===== src/rtl/sample_tile_reader.sv =====
// Raster-order reader for the sampled-tile buffer: issues buffer reads under a
// credit limit and streams pixels with sof/eol/eof tags through a 2-entry skid FIFO.
module sample_tile_reader #(
    parameter int TILE_W = 32,
    parameter int TILE_H = 32,
    parameter int DATA_W = 1,
    localparam int AW_C = $clog2(TILE_W),
    localparam int AW_R = $clog2(TILE_H)
) (
    input  logic              clk,
    input  logic              reset,
    input  logic              start,
    output logic              rd_req,
    output logic [AW_R-1:0]   d_srow_cont,
    output logic [AW_C-1:0]   d_scol_cont,
    input  logic [DATA_W-1:0] rd_data,
    output logic [DATA_W-1:0] opixel,
    output logic              o_valid,
    input  logic              o_ready,
    output logic              o_sof,
    output logic              o_eol,
    output logic              o_eof,
    output logic              busy,
    output logic              done
);

    typedef enum logic [1:0] {
        IDLE,
        READ,
        DRAIN,
        DONE
    } state_t;

    // FIFO entry layout: {sof, eol, eof, pixel}
    localparam int EW = DATA_W + 3;

    state_t            state_q;
    logic [AW_R-1:0]   row_q;
    logic [AW_C-1:0]   col_q;
    logic              busy_q;
    logic              done_q;

    logic              inflight_q;
    logic [2:0]        tag_q;

    logic [1:0][EW-1:0] mem_q, mem_d;
    logic [1:0]         count_q, count_d;

    logic              pop;
    logic              push;
    logic [2:0]        credit_used;
    logic              last_col;
    logic              last_row;
    logic              issue_sof;
    logic              issue_eol;
    logic              issue_eof;
    logic [EW-1:0]     head;
    logic [EW-1:0]     wentry;
    logic              drain_done;

    assign last_col  = (col_q == AW_C'(TILE_W - 1));
    assign last_row  = (row_q == AW_R'(TILE_H - 1));
    assign issue_sof = (row_q == '0) && (col_q == '0);
    assign issue_eol = last_col;
    assign issue_eof = last_row && last_col;

    assign o_valid = (count_q != 2'd0);
    assign pop     = o_valid & o_ready;
    assign push    = inflight_q;

    // Credit: occupancy plus the read in flight, less this cycle's pop, must stay below 2.
    assign credit_used = {1'b0, count_q} + {2'b00, inflight_q};
    assign rd_req      = (state_q == READ) && (credit_used < (3'd2 + {2'b00, pop}));

    assign head   = mem_q[0];
    assign wentry = {tag_q, rd_data};

    // The eof beat is always the last one, so popping it with nothing behind it ends the tile.
    assign drain_done = pop && head[DATA_W] && (count_q == 2'd1) && !inflight_q;

    always_ff @(posedge clk) begin
        if (reset) begin
            state_q <= IDLE;
            row_q   <= '0;
            col_q   <= '0;
            busy_q  <= 1'b0;
            done_q  <= 1'b0;
        end else begin
            unique case (state_q)
                IDLE: begin
                    row_q <= '0;
                    col_q <= '0;
                    if (start) begin
                        state_q <= READ;
                        busy_q  <= 1'b1;
                    end
                end
                READ: begin
                    if (rd_req) begin
                        if (last_col) begin
                            col_q <= '0;
                            if (last_row) begin
                                row_q   <= '0;
                                state_q <= DRAIN;
                            end else begin
                                row_q <= row_q + AW_R'(1);
                            end
                        end else begin
                            col_q <= col_q + AW_C'(1);
                        end
                    end
                end
                DRAIN: begin
                    if (drain_done) begin
                        state_q <= DONE;
                        done_q  <= 1'b1;
                    end
                end
                DONE: begin
                    state_q <= IDLE;
                    done_q  <= 1'b0;
                    busy_q  <= 1'b0;
                end
            endcase
        end
    end

    always_ff @(posedge clk) begin
        if (reset) begin
            inflight_q <= 1'b0;
            tag_q      <= '0;
        end else begin
            inflight_q <= rd_req;
            if (rd_req) begin
                tag_q <= {issue_sof, issue_eol, issue_eof};
            end
        end
    end

    // Entry 0 is always the head; a simultaneous push/pop shifts and refills in one step.
    always_comb begin
        mem_d   = mem_q;
        count_d = count_q;
        unique case ({push, pop})
            2'b10: begin
                mem_d[count_q[0]] = wentry;
                count_d           = count_q + 2'd1;
            end
            2'b01: begin
                mem_d[0] = mem_q[1];
                count_d  = count_q - 2'd1;
            end
            2'b11: begin
                if (count_q == 2'd1) begin
                    mem_d[0] = wentry;
                end else begin
                    mem_d[0] = mem_q[1];
                    mem_d[1] = wentry;
                end
            end
            default: begin
            end
        endcase
    end

    always_ff @(posedge clk) begin
        if (reset) begin
            mem_q   <= '0;
            count_q <= '0;
        end else begin
            mem_q   <= mem_d;
            count_q <= count_d;
        end
    end

    assign opixel      = o_valid ? head[DATA_W-1:0] : '0;
    assign o_sof       = o_valid & head[EW-1];
    assign o_eol       = o_valid & head[EW-2];
    assign o_eof       = o_valid & head[DATA_W];
    assign busy        = busy_q;
    assign done        = done_q;
    assign d_srow_cont = row_q;
    assign d_scol_cont = col_q;

endmodule


===== config.mk =====
export PLATFORM = sky130hd
export DESIGN_NAME = sample_tile_reader
export DESIGN_NICKNAME = d
export VERILOG_FILES = /design/src/rtl/sample_tile_reader.sv
export SDC_FILE = /design/constraint.sdc
export NUM_CORES = 1
export LEC_CHECK = 0
export ABC_AREA = 1
export BUFFER_PORTS_ARGS = -buffer_cell sky130_fd_sc_hd__buf_2
export CORE_MARGIN = 5
export CORE_UTILIZATION = 51
export DETAILED_ROUTE_END_ITERATION = 12
export PLACE_DENSITY_LB_ADDON = 0.05
export SYNTH_ARGS = -nofsm -noshare
export SYNTH_HDL_FRONTEND = slang
export SYNTH_SLANG_ARGS = --single-unit

===== constraint.sdc =====
create_clock -name clk -period 1.7 [get_ports clk]
set_input_delay 0.255 -clock clk [delete_from_list [all_inputs] [get_ports clk]]
set_output_delay 0.255 -clock clk [all_outputs]
set_load 0.02 [all_outputs]

==> results.ini <==
[worst_setup_path]
cp_data_arrival_time_ns = 1.47
setup.worst_path.start_class = flip-flop
crit_path_top_delay_cell = dfxtp_4
worst-path-buf-inv = 5
crit_type = reg2out
critPathCaptureType = primary output
r2r_end = mem_q[7]
crit_chain = inv_2, ha_4, clkinv_4, buf_6, nand3_4, nand2_4, nand3_4, inv_2, buf_6
rrSetupSlack_ns = 0.05
cp_num_cells = 9
regToRegStartpoint = count_q[0]
cp_max_fo = 3
required_ns = 1.44
crit_path_end = rd_req
crit_family = flip-flops
ff2ff_path_depth = 11
startpoint = count_q[0]
worst_path_largest_cell_delay_ns = 0.40

[synthesis]
syn-cell-area_um2 = 1640
syn_avg_cell_area_um2 = 7.24
syn_nets = 251
yosys.area.top_type = dfxtp_1
yosysWarnings = 0
synth.top_cell.area_share_pct = 34.1
seq_area_frac_synth_pct = 34.1
synthCells = 227
synth.area.top_cells = dfxtp_1, ha_1, inv_1
synth_seq_cells = 28
ys_types = 23

[floorplan]
num_rows = 20
die_w_um = 66.8
start_util_pct = 53.4
ioPinCount = 23
die_area_um2 = 4460
core_um2 = 3080
die_y_um = 66.8

[global_route]
grt_use_met1_pct = 22.6
grt_use_total_pct = 18.4
grt_pass1_wl_mm = 6.50
antenna_found_initial = 0
grt_max_degree = 17
grtUsageMet2_pct = 33.3
grt_pass1_vias = 1549
overflow = 0
top_usage_layer = met2
grtUsageMet3_pct = 2.36

[cts]
cts_max_level = 1
cts_tree = yes
clk_path_buf_depth = 2
path_clk_slew_ns = 0.16
cts_root_buf = clkbuf_4
ctsHoldBuffers = 0
insertion_delay_ns = 0.34
cts_made_buffers = 3
clkSinkCount = 28

[power]
vdd_drop_max_mv = 0.830
power.density_nw_per_um2 = 1470
switching_share_pct = 43.4
p_int_w = 0.00188
p_leak_nw = 1.04
seqPwrFrac_pct = 27.4
netSwitchingPower_w = 0.00144
comb_power_share_pct = 60.8
clkPwrFrac_pct = 11.8

[placed_design]
pre_cts_slack_ns = -0.0485
post_dp_cell_area_um2 = 2000
io_buffers = 22
place_hpwl_mm = 2.70
routabilityCongestion = 0.819

[route]
drc = 0
drt-total-wl_mm = 3.77
ant_nets = 0
drt-wirelength-per-cell_um = 11.6
vias_per_cell = 4.99
drt-pass1-iter-count = 4
drt_iter0_markers = 72
via_count = 1616

[cells_and_area]
design_area_um2 = 2270
final_layout_size_suffix_gt1_share_pct = 37.5
final_common_cell = inv_1
layout.nets = 305
diodes = 0
layout_common_cells = inv_1, nand2_1, buf_4
area_growth_pct = 38.2
area.sequential_um2 = 572
multiInputGateArea_um2 = 1080
fillers = 248

[timing]
fin_skew_ns = 0.00321
slew_headroom_pct = 82.3
hold_viol = 0
rsz0062_at_grt = yes
max_slew.worst_pin.slew_ns = 0.266
fmax_mhz = 580
timing.final.crit_share_pct = 101
fin_ws_ns = -0.0238
finalSetupViolations = 1
min_period_ns = 1.72
slew_viol_final = 0

[run_status]
violations = setup timing
status = finished, violations left

[run]
maxCapViolCount = 0

[worst_hold_path]
whs_path_depth = 3
hp-class = in2reg

-- timing repair --
item,4_1_cts,5_1_grt
pin swaps,2,15
setup endpoints to repair,9,18
gates resized for setup,13,34
buffers inserted,3,6
endpoints found under the hold margin,0,0
-- metrics by stage --
step | utilization, % | hold WS [ns] | TNS, ns | power [W] | std cells
after CTS | 69.0 | 0.173 | -0.212 | 0.00313 | 318
final | 73.7 | 0.177 | -0.0238 | 0.00333 | 324
after detailed placement | 64.8 | 0.455 | -0.185 | 0.00258 | 311
after floorplan | - | 0.415 | 0 | 0.00207 | 227
after global placement | 64.8 | 0.449 | -0.0189 | 0.00257 | 311
after global routing | 73.7 | 0.209 | -0.356 | 0.00365 | 324
-- tightest hold or removal path: stages --
cell     delay, ns
buf_2         0.09
a21oi_1       0.06
nor2_1        0.08
-- power groups by stage --
stage | registers (W) | clock network [W] | logic, W
2_1_floorplan | 0.000982 | 0 | 0.00109
3_3_place_gp | 0.000914 | 0 | 0.00166
3_5_place_dp | 0.000916 | 0 | 0.00166
4_1_cts | 0.000911 | 0.000402 | 0.00182
5_1_grt | 0.000931 | 0.000429 | 0.00229
6_report | 0.000912 | 0.000392 | 0.00202
-- how the worst min path moves through the flow --
| stage | from | end | slack (ns) |
|---|---|---|---|
| 5_1_grt | reset | d_scol_cont[3] | 0.21 |
| 2_1_floorplan | start | busy | 0.41 |
| 4_1_cts | start | busy | 0.17 |
| 3_5_place_dp | mem_q[5] | mem_q[5] | 0.45 |
| 6_report | start | busy | 0.18 |
| 3_3_place_gp | mem_q[5] | mem_q[5] | 0.45 |
-- Yosys cell counts --
cell type   n
inv_1      41
nand2_1    33
dfxtp_1    28
nor2_1     26
a21oi_1    21
ha_1       19
nand3_1    16
o21ai_0    10
o211ai_1    8
nand4_1     4
inv_2       3
buf_2       2
nand2_2     2
nand2_4     2
nand3_2     2
nor3_1      2
o21ai_2     2
a21oi_2     1
a31oi_1     1
nor4_1      1
or2_2       1
xnor2_1     1
xor2_1      1
-- sequential cells by signal, indices dropped and copies added, names as in the netlist --
signal and cells:
d_scol_cont 5, d_srow_cont 5, head 4, mem_q 4
tag_q 3, count_q 2, state_q 2, busy 1
done 1, inflight_q 1
-- logic make-up (layout without fill, tap and decap cells) --
kind of cell / Yosys count / after routing / synth area share [%]
AND/OR/NAND/NOR: 89 / 89 / 24.6
buffers and inverters: 46 / 99 / 10.7
AO/OA/AOI/OAI: 43 / 43 / 15.1
flip-flops: 28 / 28 / 34.1
adder cells (fa/ha/maj): 19 / 19 / 14.5
XOR/XNOR: 2 / 2 / 1.07
-- final cells by class --
| class | instances | area share (%) |
|---|---|---|
| well taps | 44 | 2.43 |
| inverters | 44 | 7.72 |
| flip-flops and latches | 28 | 25.2 |
| clock buffers | 4 | 2.09 |
| multi-input cells | 153 | 47.7 |
| repair buffers | 51 | 14.9 |
-- metal layers --
layer / vias to the layer above / part of all wire [%]
li1: 836 / -
met1: 738 / 46
met2: 34 / 49
met3: 8 / 3.2
met4: 0 / 1.6
met5: - / 0
Note: power is estimated with default switching activity, not from simulation.
